==> src/rtl/fifo_uart_tx.sv <==
// Drain side of the byte FIFO: fetches one byte at a time with a single-cycle
// read strobe and serialises it as a UART frame (start, 8 data LSB first, optional parity, stop).
module fifo_uart_tx #(
    parameter int CLKS_PER_BIT = 16,
    parameter int PARITY       = 0
) (
    input  logic       clock,
    input  logic       reset,
    input  logic       enable,
    input  logic       fifo_empty,
    input  logic [7:0] fifo_data,
    output logic       fifo_read,
    output logic       tx,
    output logic       busy,
    output logic       byte_done
);

    localparam int                BAUD_W    = (CLKS_PER_BIT > 1) ? $clog2(CLKS_PER_BIT) : 1;
    localparam logic [BAUD_W-1:0] BAUD_LAST = BAUD_W'(CLKS_PER_BIT - 1);
    localparam logic              PAR_EN    = (PARITY == 1) || (PARITY == 2);
    localparam logic              PAR_ODD   = (PARITY == 2);

    typedef enum logic [2:0] {
        S_IDLE, S_REQ, S_LOAD, S_START, S_DATA, S_PAR, S_STOP
    } state_t;

    state_t            r_state;
    state_t            w_state_next;
    logic [7:0]        r_shift;
    logic [7:0]        w_shift_next;
    logic              r_par;
    logic              w_par_next;
    logic [BAUD_W-1:0] r_baud;
    logic [2:0]        r_bit_cnt;
    logic              r_tx;
    logic              w_tx_next;
    logic              w_bit_end;

    function automatic logic parity_bit(input logic [7:0] d);
        return (^d) ^ PAR_ODD;
    endfunction

    assign w_bit_end = (r_baud == BAUD_LAST);
    assign tx        = r_tx;

    always_ff @(posedge clock) begin
        if (reset) begin
            r_state <= S_IDLE;
        end else begin
            r_state <= w_state_next;
        end
    end

    always_comb begin
        w_state_next = r_state;
        case (r_state)
            S_IDLE:  if (enable && !fifo_empty) w_state_next = S_REQ;
            S_REQ:   w_state_next = S_LOAD;
            S_LOAD:  w_state_next = S_START;
            S_START: if (w_bit_end) w_state_next = S_DATA;
            S_DATA:  if (w_bit_end && (r_bit_cnt == 3'd7)) w_state_next = PAR_EN ? S_PAR : S_STOP;
            S_PAR:   if (w_bit_end) w_state_next = S_STOP;
            S_STOP:  if (w_bit_end) w_state_next = S_IDLE;
            default: w_state_next = S_IDLE;
        endcase
    end

    // The line level is decoded from the next state so tx leaves a flop with no combinational path.
    always_comb begin
        fifo_read    = (r_state == S_REQ);
        busy         = (r_state != S_IDLE);
        byte_done    = (r_state == S_STOP) && w_bit_end;
        w_shift_next = r_shift;
        w_par_next   = r_par;
        if (r_state == S_LOAD) begin
            w_shift_next = fifo_data;
            w_par_next   = parity_bit(fifo_data);
        end else if ((r_state == S_DATA) && w_bit_end) begin
            w_shift_next = {1'b0, r_shift[7:1]};
        end
        case (w_state_next)
            S_START: w_tx_next = 1'b0;
            S_DATA:  w_tx_next = w_shift_next[0];
            S_PAR:   w_tx_next = w_par_next;
            default: w_tx_next = 1'b1;
        endcase
    end

    always_ff @(posedge clock) begin
        if (reset) begin
            r_shift   <= '0;
            r_par     <= 1'b0;
            r_baud    <= '0;
            r_bit_cnt <= '0;
            r_tx      <= 1'b1;
        end else begin
            r_shift <= w_shift_next;
            r_par   <= w_par_next;
            r_tx    <= w_tx_next;
            case (r_state)
                S_LOAD:                         r_baud <= '0;
                S_START, S_DATA, S_PAR, S_STOP: r_baud <= w_bit_end ? '0 : r_baud + BAUD_W'(1);
                default:                        r_baud <= r_baud;
            endcase
            if ((r_state == S_START) && w_bit_end) begin
                r_bit_cnt <= '0;
            end else if ((r_state == S_DATA) && w_bit_end) begin
                r_bit_cnt <= r_bit_cnt + 3'd1;
            end
        end
    end

endmodule

==> config.mk <==
export PLATFORM = sky130hd
export DESIGN_NAME = fifo_uart_tx
export DESIGN_NICKNAME = d
export VERILOG_FILES = /design/src/rtl/fifo_uart_tx.sv
export SDC_FILE = /design/constraint.sdc
export NUM_CORES = 1
export LEC_CHECK = 0
export ABC_AREA = 1
export BUFFER_PORTS_ARGS = -buffer_cell sky130_fd_sc_hd__buf_2
export CAP_MARGIN = 15
export CORE_MARGIN = 4
export CORE_UTILIZATION = 35
export DETAILED_ROUTE_END_ITERATION = 16
export HOLD_SLACK_MARGIN = 0.08
export PLACE_DENSITY_LB_ADDON = 0.3
export SETUP_SLACK_MARGIN = 0.1
export SYNTH_ARGS = -nofsm -noshare
export SYNTH_HDL_FRONTEND = slang
export SYNTH_SLANG_ARGS = --single-unit
==> constraint.sdc <==
create_clock -name clock -period 1.3 [get_ports clock]
set_input_delay 0.065 -clock clock [delete_from_list [all_inputs] [get_ports clock]]
set_output_delay 0.065 -clock clock [all_outputs]
set_load 0.02 [all_outputs]
* Word-level counts from Yosys, hierarchy flattened *
Index checks and enable logic that the tools add are counted.

storage, ports and cells
  flip-flop bits (word level) = 20
  bits in latches = 0
  memory bits (writable) = 0
  bits in read-only memories = 0
  output and inout bits = 4
  word-level logic and storage cells = 45
  memories = 0

cells by class
  $add $sub $neg = 2
  $mul = 0
  div/mod/pow operators = 0
  order comparisons = 0
  equality and inequality tests = 11
  shifts and indexed selects = 0
  mux-type cells = 12
  bitwise gates (word level) = 0
  reduce and logical (&&, ||, !) cells = 13

operator list
  cell                                                                   count
  3-bit one-hot mux with 7 select lines                                  1
  3-bit equality test, second input constant                             6
  8-bit two-way mux                                                      2
  3-bit two-way mux                                                      5
  3-bit by 2-bit equality test with 1-bit output, second input constant  3
  4-bit one-hot mux with 2 select lines                                  1
  8-bit parity                                                           1
  1-bit logical AND                                                      5
  4-bit by 1-bit adder with 4-bit output, second input constant          1
  4-bit equality test, second input constant                             1
  4-bit two-way mux                                                      1
  2-bit nonzero test                                                     2
  4-bit OR reduction                                                     1
  3-bit by 1-bit adder with 3-bit output, second input constant          1
  3-bit by 1-bit equality test with 1-bit output, second input constant  1
  3-bit logical NOT                                                      1
  1-bit one-hot mux with 3 select lines                                  1
  3-bit nonzero test                                                     1
  2-bit OR reduction                                                     1
  1-bit logical NOT                                                      1
  1-bit two-way mux                                                      1

* Depth between registers and ports, before layout *
  depth after elaboration = 6
  mapped depth = 11

* Least setup slack after synthesis *
Ideal clock, no wire load.

  path kind = reg-to-reg
  from = register r_baud[0]
  to = register r_tx, in the netlist tx
  library setup time = 126 ps
  arrival = 1268 ps
  data required time = 1174 ps
  path slack = -94 ps
  stages on the path, launching flop included = 9
  buffers on the path = 0
  clock period less this slack = 1394 ps
  path through = dfxtp_1 > ha_1 > nand2_1 > nor2_4 > nor2_1 > nor3_1 > inv_1 > nand3_1 > nand4_1

on the way
  longest elaborated chain between the ends = 6

RTL lines
  element                                                                                line  RTL
  start, declared                                                                        33    logic [BAUD_W-1:0] r_baud;
  start signal, assigned                                                                 102   S_START, S_DATA, S_PAR, S_STOP: r_baud <= w_bit_end ? '0 : r_baud + BAUD_W'(1);
  start signal, assigned                                                                 103   default: r_baud <= r_baud;
  4-bit equality test *                                                                  43    assign w_bit_end = (r_baud == BAUD_LAST);
  1-bit logical AND                                                                      61    S_DATA: if (w_bit_end && (r_bit_cnt == 3'd7)) w_state_next = PAR_EN ? S_PAR : S_STOP;
  3-bit two-way mux                                                                      61
  3-bit one-hot mux with 7 select lines                                                  56    case (r_state)
  3-bit equality test or 3-bit by 2-bit equality test with 1-bit output (tied branches)  81    case (w_state_next)
  1-bit one-hot mux with 3 select lines *                                                81
  end signal, assigned                                                                   99    r_tx <= w_tx_next;
  end, declared                                                                          35    logic r_tx;

Every way passes the cells marked *; elsewhere a longest branch is shown, timed or not. The select of a mux whose other input is x is not followed.
A chain may end at the register's enable or synchronous reset.

* Worst setup path after layout *
Same ends and word-level chain as after synthesis.

==> results.txt <==
----------------------------------------------------
[Drt]
  Aggregate routed wire length ... 2970 um
  Routed Antenna Nets ... 0
  Total vias in the final route ... roughly 1300
  Count of routing violations after the opening detailed-route iteration ... 53
  Per-cell via count in the routed design ... 4.57
  Count of TritonRoute iterations in the first routing pass ... 4
  Average wire length per cell after detail routing ... 10.2 um
  Post-route DRC ... 0

[Clock network]
  Clock-pin slew on the worst setup and hold paths ... 0.12 ns
  CTS HTree Levels ... 1
  TritonCTS clock tree ... built
  Buffers from clock root to sink, at most ... 2
  Total clock buffers created by CTS ... 3
  Worst skew pair latency ... 0.30 ns
  Clock Tree Root ... sky130_fd_sc_hd__clkbuf_4
  Number of sinks driven by the clock tree ... 20

[Timing]
  Worst hold margin ... 0.127 ns
  RSZ-0062 raised after global routing ... true
  Fin crit period ... 1.38 ns
  Slew at the pin closest to its max-slew limit ... 0.340 ns
  Hold violation total from the final report ... 0
  Setup violations, final ... 8
  Fmax achieved ... 0.725 GHz
  Fin. max-slew vios ... 0
  Setup slack of the critical path after layout ... -0.0802 ns
  Period Utilization, post-route ... 106%
  Clk_skew ... about 0.0016 ns
  Total negative slack ... -0.243 ns
  Worst rel slew slack ... between 70 and 80%

[Critical path]
  Capturing element of the worst setup path ... tx
  Worst Setup Path Type ... register to register
  Type of destination of the critical path ... register
  Worst Path Max Fanout ... 6
  Critical Path RT ... 1.50 ns
  Timing startpoint of the critical path ... r_baud[0]
  Critical path arrival ... 1.58 ns
  Slack of the worst reg-to-reg path ... -0.08 ns
  Reg-to-reg endpoint ... tx
  Path depth of the worst reg2reg path ... 8
  CP startpoint kind ... register
  Reg2Reg Launch Point ... r_baud[0]

[Outcome]
  Run status ... complete, but fails checks
  Violated checks ... negative setup slack

[Place]
  Cell area reported after detailed placement ... 1520 um^2
  Post-detailed-placement half-perimeter wirelength ... 2040 um
  Number of port buffers ... 15
  RePlAce Congestion ... 0.817

[Layout]
  Ant diodes ... 0
  Fraction of the core area covered by cells at the end of the flow ... 56.7%
  Most frequent cells in the layout ... 58 x sky130_fd_sc_hd__nand2_1, 19 x sky130_fd_sc_hd__inv_1, 17 x sky130_fd_sc_hd__buf_4
  Area Growth Syn to Fin ... 54.7%
  Final layout net count ... 260
  Proportion of layout cells with a drive suffix above 1 ... 43.4%
  Most common library cell in the layout ignoring fill and taps ... sky130_fd_sc_hd__nand2_1
  Final standard cell area without fillers ... 1920 um^2

[Synthesis]
  Most area-consuming cells after synthesis ... sky130_fd_sc_hd__dfxtp_1 32%, sky130_fd_sc_hd__nand2_1 22%, sky130_fd_sc_hd__inv_1 7.3%, sky130_fd_sc_hd__nand3_1 4.8%, sky130_fd_sc_hd__nor2_1 4.8%
  Per-instance average area after synthesis ... approximately 6.3 um^2
  Post-synthesis instance area ... 1240 um^2
  Post-Syn Instances ... slightly below 200
  Fraction of synthesized cell area taken by the top area cell type ... 32.2%
  Sequential area share after synthesis ... 32.2%
  Number of nets in the synthesized netlist ... 212
  Cell type with the highest aggregate area in the netlist ... sky130_fd_sc_hd__dfxtp_1
  Post-synth cell types ... 25
  Total of flip-flops plus latches after synthesis ... 20
  Synthesis warning total ... 0

[Power and ir drop]
  Relative contribution of sequential cells to total power ... roughly 45%
  Leakage power summed over all cells ... 0.940 nW
  Share of total power in the clock network ... 30.0%
  Power per Cell Area ... 764 nW/um^2
  Worst vdd rail ir drop ... 0.411 mV
  Switching component of the power ... 431 uW
  Internal portion of total power ... between 1 and 1.5 mW
  Power share of the combinational group ... 25.4%
  Proportion of total power due to net switching ... 29.3%
  Total power draw ... 1.47 mW

[Die]
  Initial core utilization ... 36.7%
  X dimension of the die ... 67.6 um
  Row Count ... 21
  Chip Height ... 67.6 um
  Die footprint ... 4570 um^2
  I/O pins ... 16
  Core Box Area ... approximately 3400 um^2

[Global route]
  Antenna violations before repair ... 0
  Largest net degree at the start of global routing ... 16
  GRT overflow ... 0
  Aggregate global-route resource usage ... 14.3%
  Wire length of the first global-routing pass ... 5110 um
  Vias in the first global route ... about 1200

[Flow run]
  Max-cap viol count ... 0

[Worst hold path]
  Hold Path Class ... input port to register
  Hold Startpoint ... reset

----------------------------------------------------
## cell type report
type | instances | area, um^2
Clock buffer | 4 | 47.5
Fill cell | 308 | 1470
Inverter | 31 | 136
Multi-Input combinational cell | 145 | 883
Sequential cell | 20 | 414
Tap cell | 46 | 57.6
Timing Repair Buffer | 44 | 383
## layer usage
metal  routed length, um  vias to the layer above  global-route usage, %
met5                   0                        -                      0
met4                  27                        0                   3.80
met3                 119                        2                   3.00
met2                1530                       28                   24.8
met1                1290                      578                   17.9
li1                    -                      718                      -
## stage by stage
step / worst slack, ns / cells
3_5_place_dp: -0.0599 / 270
6_report: -0.0802 / 290
4_1_cts: -0.0773 / 285
2_1_floorplan: 0.00547 / 197
3_3_place_gp: -0.0482 / 270
5_1_grt: -0.200 / 290
## cell usage after synthesis (all sizes together)
library cell / instances
a211oi: 1
a21oi: 10
a31oi: 5
clkbuf: 1
dfxtp: 20
ha: 3
inv: 31
nand2: 78
nand3: 15
nand4: 1
nor2: 21
nor3: 2
o21ai: 7
or2: 1
xor2: 1
## repair_timing
item                                    CTS  global route
buffers inserted                          4             5
endpoints found under the hold margin     7             0
resized for setup                        32            39
endpoints found under the setup margin   21            23
hold buffers                              7             0
pin swaps                                14            16
## cells by family after synthesis
family	share of synthesized area, %
and+or+nand+nor	42.0
AOI/OAI and AO/OA	12.2
DFF	32.2
xor gates and xnor gates	0.705
adders and majority gates	3.02
buffers and inverters	9.87
## power by group through the flow
stage	clock network, mW	logic (mW)	registers, mW
final	0.441	0.372	0.655
after global routing	0.480	0.418	0.659
after CTS	0.452	0.321	0.653
after detailed placement	0	0.279	0.665
after global placement	0	0.277	0.665
after floorplan	0	0.174	0.669
## worst max-delay path: stages (launching register included)
cell and delay (ns):
sky130_fd_sc_hd__dfxtp_4 0.38, sky130_fd_sc_hd__ha_4 0.17, sky130_fd_sc_hd__nand2_4 0.06, sky130_fd_sc_hd__nor2_4 0.18
sky130_fd_sc_hd__nor2_2 0.08, sky130_fd_sc_hd__nor2_2 0.09, sky130_fd_sc_hd__nand3_2 0.09, sky130_fd_sc_hd__o21ai_1 0.13
sky130_fd_sc_hd__nand4_1 0.09
## registers in the layout, summed over array words and instances, names as in the netlist
| signal | count |
|---|---|
| r_shift | 8 |
| r_baud | 4 |
| r_bit_cnt | 3 |
| r_state | 3 |
| r_par | 1 |
| tx | 1 |
## worst min path at each step
stage,slack [ns],depth (start not counted),end
detailed placement,0.36,3,r_shift[7]
global route,0.12,2,r_shift[4]
CTS,0.12,2,r_par
finish,0.13,2,r_par
floorplan,0.13,1,r_baud[0]
global placement,0.36,3,r_shift[7]
Note: power is estimated with default switching activity, not from simulation.
